<file path="src/rtl/snake_pkg.sv">
// snake_pkg: shared encodings, grid geometry and reset constants for snake_ctrl.
package snake_pkg;

  typedef enum logic [1:0] {
    OBJ_NONE = 2'b00,
    OBJ_HEAD = 2'b01,
    OBJ_BODY = 2'b10
  } obj_e;

  typedef enum logic [1:0] {
    DIR_UP    = 2'd0,
    DIR_DOWN  = 2'd1,
    DIR_LEFT  = 2'd2,
    DIR_RIGHT = 2'd3
  } dir_e;

  typedef enum logic [2:0] {
    ST_IDLE  = 3'd0,
    ST_PLAY  = 3'd1,
    ST_MOVE  = 3'd2,
    ST_CHECK = 3'd3,
    ST_OVER  = 3'd4
  } state_e;

  // Grid cell: 40 columns fit in 6 bits, 30 rows in 5 bits.
  typedef struct packed {
    logic [5:0] x;
    logic [4:0] y;
  } cell_t;

  localparam int GRID_W = 40;
  localparam int GRID_H = 30;

  localparam logic [5:0] WALL_X_LO = 6'd0;
  localparam logic [5:0] WALL_X_HI = 6'(GRID_W - 1);
  localparam logic [4:0] WALL_Y_LO = 5'd0;
  localparam logic [4:0] WALL_Y_HI = 5'(GRID_H - 1);

  localparam cell_t HEAD_INIT  = '{x: 6'd20, y: 5'd15};
  localparam cell_t SEG1_INIT  = '{x: 6'd19, y: 5'd15};
  localparam cell_t SEG2_INIT  = '{x: 6'd18, y: 5'd15};
  localparam cell_t APPLE_INIT = '{x: 6'd30, y: 5'd10};

  localparam logic [15:0] LFSR_SEED = 16'hACE1;

  // Encoding pairs opposite directions on bit 0, so reversal is a bit flip.
  function automatic dir_e dir_rev(input dir_e d);
    return dir_e'({d[1], ~d[0]});
  endfunction

endpackage

</file>
<file path="src/rtl/snake_apple_gen.sv">
// snake_apple_gen: free-running 16-bit Fibonacci LFSR folded into the
// playable interior (x 1..38, y 1..28) for apple placement.
module snake_apple_gen
  import snake_pkg::*;
(
  input  logic       clk,
  input  logic       rst_n,
  output logic [5:0] next_x,
  output logic [4:0] next_y
);

  logic [15:0] lfsr;
  logic        fb;
  logic [5:0]  rx;
  logic [4:0]  ry;

  // taps 16,14,13,11
  assign fb = lfsr[15] ^ lfsr[13] ^ lfsr[12] ^ lfsr[10];

  // LFSR advances every clock so apple placement depends on play timing
  always_ff @(posedge clk or negedge rst_n) begin
    if (!rst_n) lfsr <= LFSR_SEED;
    else        lfsr <= {lfsr[14:0], fb};
  end

  // fold raw bits into range without a divider, then skip the wall row/column
  always_comb begin
    rx = lfsr[5:0];
    if (rx >= 6'd38) rx = rx - 6'd32;
    ry = lfsr[12:8];
    if (ry >= 5'd28) ry = ry - 5'd16;
    next_x = rx + 6'd1;
    next_y = ry + 5'd1;
  end

endmodule

</file>
<file path="src/rtl/snake_ctrl.sv">
// snake_ctrl: snake game state machine, segment list and per-pixel cell lookup.
// Optional SNAKE_SPEEDUP_EN: move period shrinks with score down to TICK_MIN.
module snake_ctrl
  import snake_pkg::*;
#(
  parameter int          MAX_LEN   = 16,
  parameter int          INIT_LEN  = 3,
  parameter int unsigned TICK_DIV  = 12500000,
  parameter int unsigned TICK_STEP = 500000,
  parameter int unsigned TICK_MIN  = 3125000
) (
  input  logic       clk,
  input  logic       rst_n,
  input  logic       start,
  input  logic       key_up,
  input  logic       key_down,
  input  logic       key_left,
  input  logic       key_right,
  input  logic [9:0] pixel_x,
  input  logic [9:0] pixel_y,
  output logic [1:0] object,
  output logic [5:0] apple_x,
  output logic [4:0] apple_y,
  output logic       game_over,
  output logic [7:0] score
);

  localparam int            LW       = $clog2(MAX_LEN + 1);
  localparam logic [LW-1:0] LEN_INIT = LW'(INIT_LEN);
  localparam logic [LW-1:0] LEN_MAX  = LW'(MAX_LEN);

  state_e              state, state_nx;
  dir_e                dir, pend_dir, key_dir, ref_dir;
  cell_t [MAX_LEN-1:0] seg, seg_init;
  cell_t               apple, head_nx, pix;
  obj_e                obj_q;
  logic [LW-1:0]       len;
  logic [7:0]          score_q;
  logic [31:0]         tick, period;
  logic [MAX_LEN-1:0]  seg_vld, pix_hit, self_hit_v;
  logic [5:0]          gen_x;
  logic [4:0]          gen_y;
  logic                key_vld, restart, tick_done, wall_hit, self_hit, apple_hit, crash;
  logic [5:0]          unused_pix;

  snake_apple_gen u_apple (
    .clk    (clk),
    .rst_n  (rst_n),
    .next_x (gen_x),
    .next_y (gen_y)
  );

  assign pix        = '{x: pixel_x[9:4], y: pixel_y[8:4]};
  assign unused_pix = {pixel_x[3:0], pixel_y[9], ^pixel_y[3:0]};
  assign restart    = (state == ST_OVER) && start;
  assign tick_done  = (state == ST_PLAY) && (tick == period - 32'd1);

  // per-segment compares: live mask, pixel hit and head-vs-body collision
  for (genvar i = 0; i < MAX_LEN; i++) begin : g_seg
    assign seg_vld[i] = (i < int'(len));
    assign pix_hit[i] = seg_vld[i] && (seg[i] == pix);
    if (i == 0) begin : g_head
      assign self_hit_v[i] = 1'b0;
    end else begin : g_body
      assign self_hit_v[i] = seg_vld[i] && (seg[i] == seg[0]);
    end
  end

  assign wall_hit  = (seg[0].x == WALL_X_LO) || (seg[0].x == WALL_X_HI) ||
                     (seg[0].y == WALL_Y_LO) || (seg[0].y == WALL_Y_HI);
  assign self_hit  = |self_hit_v;
  assign crash     = wall_hit || self_hit;
  assign apple_hit = (seg[0] == apple);

  // reset layout of the segment list; tail registers park at (0,0)
  always_comb begin
    seg_init    = '0;
    seg_init[0] = HEAD_INIT;
    seg_init[1] = SEG1_INIT;
    seg_init[2] = SEG2_INIT;
  end

  // next head cell, one step in the direction being latched this MOVE
  always_comb begin
    head_nx = seg[0];
    case (pend_dir)
      DIR_UP:   head_nx.y = seg[0].y - 5'd1;
      DIR_DOWN: head_nx.y = seg[0].y + 5'd1;
      DIR_LEFT: head_nx.x = seg[0].x - 6'd1;
      default:  head_nx.x = seg[0].x + 6'd1;
    endcase
  end

  // key priority up > down > left > right
  always_comb begin
    key_vld = 1'b1;
    key_dir = DIR_RIGHT;
    if      (key_up)    key_dir = DIR_UP;
    else if (key_down)  key_dir = DIR_DOWN;
    else if (key_left)  key_dir = DIR_LEFT;
    else if (key_right) key_dir = DIR_RIGHT;
    else                key_vld = 1'b0;
  end

  // during MOVE, dir is being replaced by pend_dir, so reversal is judged against that
  assign ref_dir = (state == ST_MOVE) ? pend_dir : dir;

  // pending direction register; reversals of the travel direction are dropped
  always_ff @(posedge clk or negedge rst_n) begin
    if (!rst_n)                                     pend_dir <= DIR_RIGHT;
    else if (restart)                               pend_dir <= DIR_RIGHT;
    else if (key_vld && key_dir != dir_rev(ref_dir)) pend_dir <= key_dir;
  end

  // FSM state register
  always_ff @(posedge clk or negedge rst_n) begin
    if (!rst_n) state <= ST_IDLE;
    else        state <= state_nx;
  end

  // FSM next state
  always_comb begin
    state_nx = state;
    case (state)
      ST_IDLE:  if (start) state_nx = ST_PLAY;
      ST_PLAY:  if (tick_done) state_nx = ST_MOVE;
      ST_MOVE:  state_nx = ST_CHECK;
      ST_CHECK: state_nx = crash ? ST_OVER : ST_PLAY;
      ST_OVER:  if (start) state_nx = ST_PLAY;
      default:  state_nx = ST_IDLE;
    endcase
  end

  // game datapath: tick, segment shift, growth/score/apple on eat
  always_ff @(posedge clk or negedge rst_n) begin
    if (!rst_n) begin
      seg     <= seg_init;
      apple   <= APPLE_INIT;
      dir     <= DIR_RIGHT;
      len     <= LEN_INIT;
      score_q <= '0;
      tick    <= '0;
    end else if (restart) begin
      seg     <= seg_init;
      apple   <= APPLE_INIT;
      dir     <= DIR_RIGHT;
      len     <= LEN_INIT;
      score_q <= '0;
      tick    <= '0;
    end else begin
      if (state == ST_PLAY) tick <= tick_done ? '0 : tick + 32'd1;
      if (state == ST_MOVE) begin
        dir <= pend_dir;
        seg <= {seg[MAX_LEN-2:0], head_nx};
      end
      // growing just widens the live mask: the old tail already sits in seg[len]
      if (state == ST_CHECK && !crash && apple_hit) begin
        if (len != LEN_MAX)    len     <= len + LW'(1);
        if (score_q != 8'hFF)  score_q <= score_q + 8'd1;
        apple <= '{x: gen_x, y: gen_y};
      end
    end
  end

`ifdef SNAKE_SPEEDUP_EN
  logic [31:0] dec, period_calc;

  // max(TICK_DIV - score*TICK_STEP, TICK_MIN) without signed underflow
  always_comb begin
    dec         = 32'(score_q) * TICK_STEP;
    period_calc = (dec >= TICK_DIV - TICK_MIN) ? TICK_MIN : TICK_DIV - dec;
  end

  // period is resampled only when the tick counter wraps
  always_ff @(posedge clk or negedge rst_n) begin
    if (!rst_n)         period <= TICK_DIV;
    else if (restart)   period <= TICK_DIV;
    else if (tick_done) period <= period_calc;
  end
`else
  logic [31:0] unused_cfg;
  assign unused_cfg = TICK_STEP ^ TICK_MIN;
  assign period     = TICK_DIV;
`endif

  // cell lookup, registered one clock behind pixel_x/pixel_y; head wins over body
  always_ff @(posedge clk or negedge rst_n) begin
    if (!rst_n)                       obj_q <= OBJ_NONE;
    else if (pix_hit[0])              obj_q <= OBJ_HEAD;
    else if (|pix_hit[MAX_LEN-1:1])   obj_q <= OBJ_BODY;
    else                              obj_q <= OBJ_NONE;
  end

  assign object    = obj_q;
  assign apple_x   = apple.x;
  assign apple_y   = apple.y;
  assign game_over = (state == ST_OVER);
  assign score     = score_q;

endmodule

</file>
<file path="config.mk">
export PLATFORM = sky130hd
export DESIGN_NAME = snake_ctrl
export DESIGN_NICKNAME = d
export VERILOG_FILES = /design/src/rtl/snake_pkg.sv /design/src/rtl/snake_apple_gen.sv /design/src/rtl/snake_ctrl.sv
export SDC_FILE = /design/constraint.sdc
export NUM_CORES = 1
export LEC_CHECK = 0
export CAP_MARGIN = 10
export CORE_MARGIN = 1.5
export CORE_UTILIZATION = 45
export DETAILED_ROUTE_END_ITERATION = 7
export DONT_BUFFER_PORTS = 1
export SLEW_MARGIN = 20
export SYNTH_ARGS = -nofsm -noshare
export SYNTH_HDL_FRONTEND = slang
export SYNTH_HIERARCHICAL = 1
export SYNTH_SLANG_ARGS = --single-unit
export TNS_END_PERCENT = 100
</file>
<file path="constraint.sdc">
create_clock -name clk -period 3.8 [get_ports clk]
set_input_delay 0.76 -clock clk [delete_from_list [all_inputs] [get_ports clk]]
set_output_delay 0.76 -clock clk [all_outputs]
set_load 0.05 [all_outputs]
</file>
==> results of run 1 <==
-- metrics by stage --
| step | area, sq um | setup slack (ps) | cells |
|---|---|---|---|
| 2_1_floorplan | 15700 | 1080 | 1801 |
| 3_3_place_gp | 16100 | 675 | 2167 |
| 3_5_place_dp | 16100 | 640 | 2167 |
| 4_1_cts | 17100 | 625 | 2223 |
| 5_1_grt | 17100 | 432 | 2223 |
| 6_report | 17100 | 570 | 2223 |
-- final timing paths --
check,to,cells after the start,startpoint
max in group asynchronous,seg[153]$_DFFE_PN0P_,0,rst_n
setup / recovery,apple_y[2]$_DFFE_PN0P_,8,seg[10]$_DFFE_PN0P_
hold / removal,seg[78]$_DFFE_PN0P_,0,rst_n
setup reg to reg,apple_y[2]$_DFFE_PN0P_,8,seg[10]$_DFFE_PN0P_
hold reg to reg,u_apple/lfsr[15]$_DFF_PN1_,0,u_apple/lfsr[14]$_DFF_PN0_
min in group clk,pend_dir[1]$_DFFE_PN1P_,1,key_up
-- flip-flops by register name, summed over array words and instances, names as in the netlist --
signal        cells
tick             32
pend_dir          2
state             3
seg             176
apple_x           6
len               5
dir               2
score             8
apple_y           5
object            2
u_apple/lfsr     16
-- cell usage in the layout, fill, tap and decap left out, types with 8 or more instances in the layout --
cell and count:
nand2_1 386, dfrtp_1 218, xnor2_1 211, a21oi_1 179, xor2_1 169, nand4_1 63
nor4_1 54, nand3_1 53, nor2_1 41, dfstp_2 39, o21ai_0 37, inv_1 35
clkbuf_16 31, buf_4 29, nor3_1 27, mux2i_1 19, and3_1 18, ha_1 15
a31oi_1 14, or3_1 8
-- metal layers --
layer | GRT usage | vias up
met3 | 0.0441 | 78
met4 | 0.0849 | 0
li1 | - | 5968
met5 | 0 | -
met1 | 0.359 | 6253
met2 | 0.384 | 364
-- critical path: cells and delay by family, from the launching register on --
kind	cells	cell delay [ps]
flops	1	970
xor+xnor	1	230
mux	1	300
buf+inv	1	310
simple gates	5	1320
-- cells by family after synthesis --
group,after synthesis
buffers and inverters,160
AND/OR/NAND/NOR,693
AO/OA/AOI/OAI,272
XOR/XNOR,380
adder cells (fa/ha/maj),17
multiplexers,22
flip-flops,257
-- power by group --
| group | total, W | switching (W) | internal (W) | leakage (nW) |
|---|---|---|---|---|
| Combinational | 0.000130 | 0.0000493 | 0.0000809 | 4.07 |
| Sequential | 0.00275 | 0.00000484 | 0.00274 | 2.49 |
| Clock | 0.00297 | 0.00120 | 0.00177 | 0.489 |
-- cell type report --
type / count / share of cell area
clock buffer: 42 / 0.0501
clock inverter: 14 / 0.00907
inverter: 35 / 0.00768
multi-input combinational: 1384 / 0.500
sequential: 257 / 0.379
tap: 455 / 0.0333
timing repair buffer: 36 / 0.0209
==> results list, run 1 <==
* GR Util All Layers: 0.251
* PwrDens: ~340 nW/um^2
- The biggest area contributor in the post-synthesis netlist is dfrtp_1.
* Length of routed met2 wiring: 19,900 microns
- Minimum period implied by the final worst setup slack: 3230 ps
- The max-slew violation total from the final report is 0.
- Setup repair after global routing left no endpoint under its margin.
- At the end of routability-driven placement, the weighted congestion stood at 0.916.
- Avg Inst Size Synth: 8.71 sq um
- The first TritonRoute pass finished after 7 iterations.
* Clock root buffer: clkbuf_16
- In the routed layout, each cell is associated on average with a via count of 5.70.
- The number of nets handed over by synthesis was around 1,800.
- Number of global-route vias before repair: between 10,000 and 15,000
- Across the routed clock network, the largest skew measured is 16.2 ps.
- Count of flip-flops with a built-in enable after synthesis: 0
* Clock tree buffer depth: 3
* Relative slew slack: 0.361
* Hold slack: -113 ps
- Of the total synthesized cell area, the portion taken by AND, OR, NAND and NOR gates is 0.206.
* Later-pin clock latency in the skew report: ~580 ps
* Most frequently used cell type in the post-synthesis netlist: nand2_1
- For the worst setup path, the data required time is ~4300 ps.
* Critical Path End Type: flip-flop
- Clock-pin slew was measured on the worst setup and hold paths at 60 ps.
* Final Hold Viols: 67
- The analysis attributes to cell leakage a power of 7.05 nW.
* Compound-gate portion of the synthesized area: 0.0972
- In the finished design, the share of the clock period the worst path needs comes to 0.850.
* Number of I/O pins: 49
* Vertical die dimension: 190 microns
* Post-CTS setup buffer count: 0
- The Yosys step of the flow raised 6 warnings.
* Site row count: 68
* Max cap viols: 0
- The detailed router put a total of 20,500 microns of wire on met1.
- Port Buf Inserts: 0
* Number of antenna violations at the first check in global routing: 0
- Counting every instance in the synthesized netlist gives roughly 1,800.
- Of the cells placed in the final design, the portion with a size suffix greater than 1 is 0.0809.
- The final reports fail on hold timing.
- The initial utilization of the core area, before any placement, comes to 0.455.
- Top-area cell type share of the netlist area: 0.348
- Met3 WL: 2890 microns
- NumNets Final: roughly 1,800
- Highest Signal Layer: met4
- The signal on the critical path passes through buf_4 > xor2_1 > nor3_1 > nand4_1 > nand4_1 > nor2_1 > nand2_1 > mux2i_1.
- Most instantiated cells after synthesis: nand2_1, dfrtp_1, xnor2_1, a21oi_1, xor2_1
- Status: finished, violations left
- Aggregate global routing overflow: 0
- Setup-violating endpoint count in the final report: 0
* Largest stage delay on the critical path: approximately 970 ps
* Via total after detailed routing: 12,700
- CTS built an H-tree with a depth of 1.
- The total area inside the core boundary comes to 34,500 sq um.
* X dimension of the die: 190 microns
- STA classifies the critical path startpoint as a flip-flop.
- Layout overhead on the synthesized area: 9.08%
* DRC: 0
* Final core utilization: 0.497
* Sequential cell area fraction in the yosys report: 0.413
- Worst min-delay path category: in -> async
- Setup_tns: 0 ps
* Final Power: 0.00585 W
- The critical path is of the reg -> reg type.
- Counting the buffers created by CTS gives 30.
- Post-synth ARST share: 1.00
* Actual transition at the worst max-transition pin: 958 ps
- By area the synthesized netlist is led by dfrtp_1, xnor2_1, xor2_1.
- Of the total synthesized cell area, the portion taken by XOR and XNOR cells is 0.212.
* Number of cells upsized or downsized after cts: 0
- Fill cells in the final layout number 3,306.
- In the final layout, the multi-input gates occupy 8560 sq um.
- Timing would allow up to 0.310 GHz.
- Peak VDD IR: approximately 0.33 mV
- For this block, the initial DRC count from the detailed router was 1,155.
- By area, the combinational part of the netlist is dominated by XOR/XNOR gates.
- Antenna diode count: 0
- TritonCTS built the clock tree.
- Netlist cell types: 62
* Placed wire-length estimate after detailed placement: around 29,000 microns
- Fraction of the mapped netlist area in adder cells: 0.0145
- Global-route wire length before repair: 71,200 microns
- The die covers between 30,000 and 40,000 sq um.
- Post-synthesis instance area: 15,700 sq um
- Setup slack on the worst flop-to-flop path: about 570 ps
* Largest net degree at the start of global routing: 258
- For the worst setup path, the data arrival time is 3720 ps.
- In this run the worst path has a maximum fanout of 14.
- The most used flip-flop cell after synthesis is dfrtp_1.
* Dominant cell type by count on the critical path: nand4_1
* Sequential standard cell area: 6480 sq um
- Post-Route WL: 44,600 microns
- The clock net in this run drives a total of 257 sinks.
- Number of antenna-violating nets in the routed design: 0
* Number of register bits inferred by synthesis: 257
- WL per Instance: ~20 microns
- Library cell contributing the largest single delay on the critical path: dfrtp_1
- The portion of synthesized area spent on multiplexers is 0.0145.
Power figures use the tool's default switching activity.
==> inputs of run 2 (changes only) <==
- TNS_END_PERCENT: 100 -> default
==> results of run 2 <==
Same layout as run 1: the final DEF is identical, and so are final timing and power.
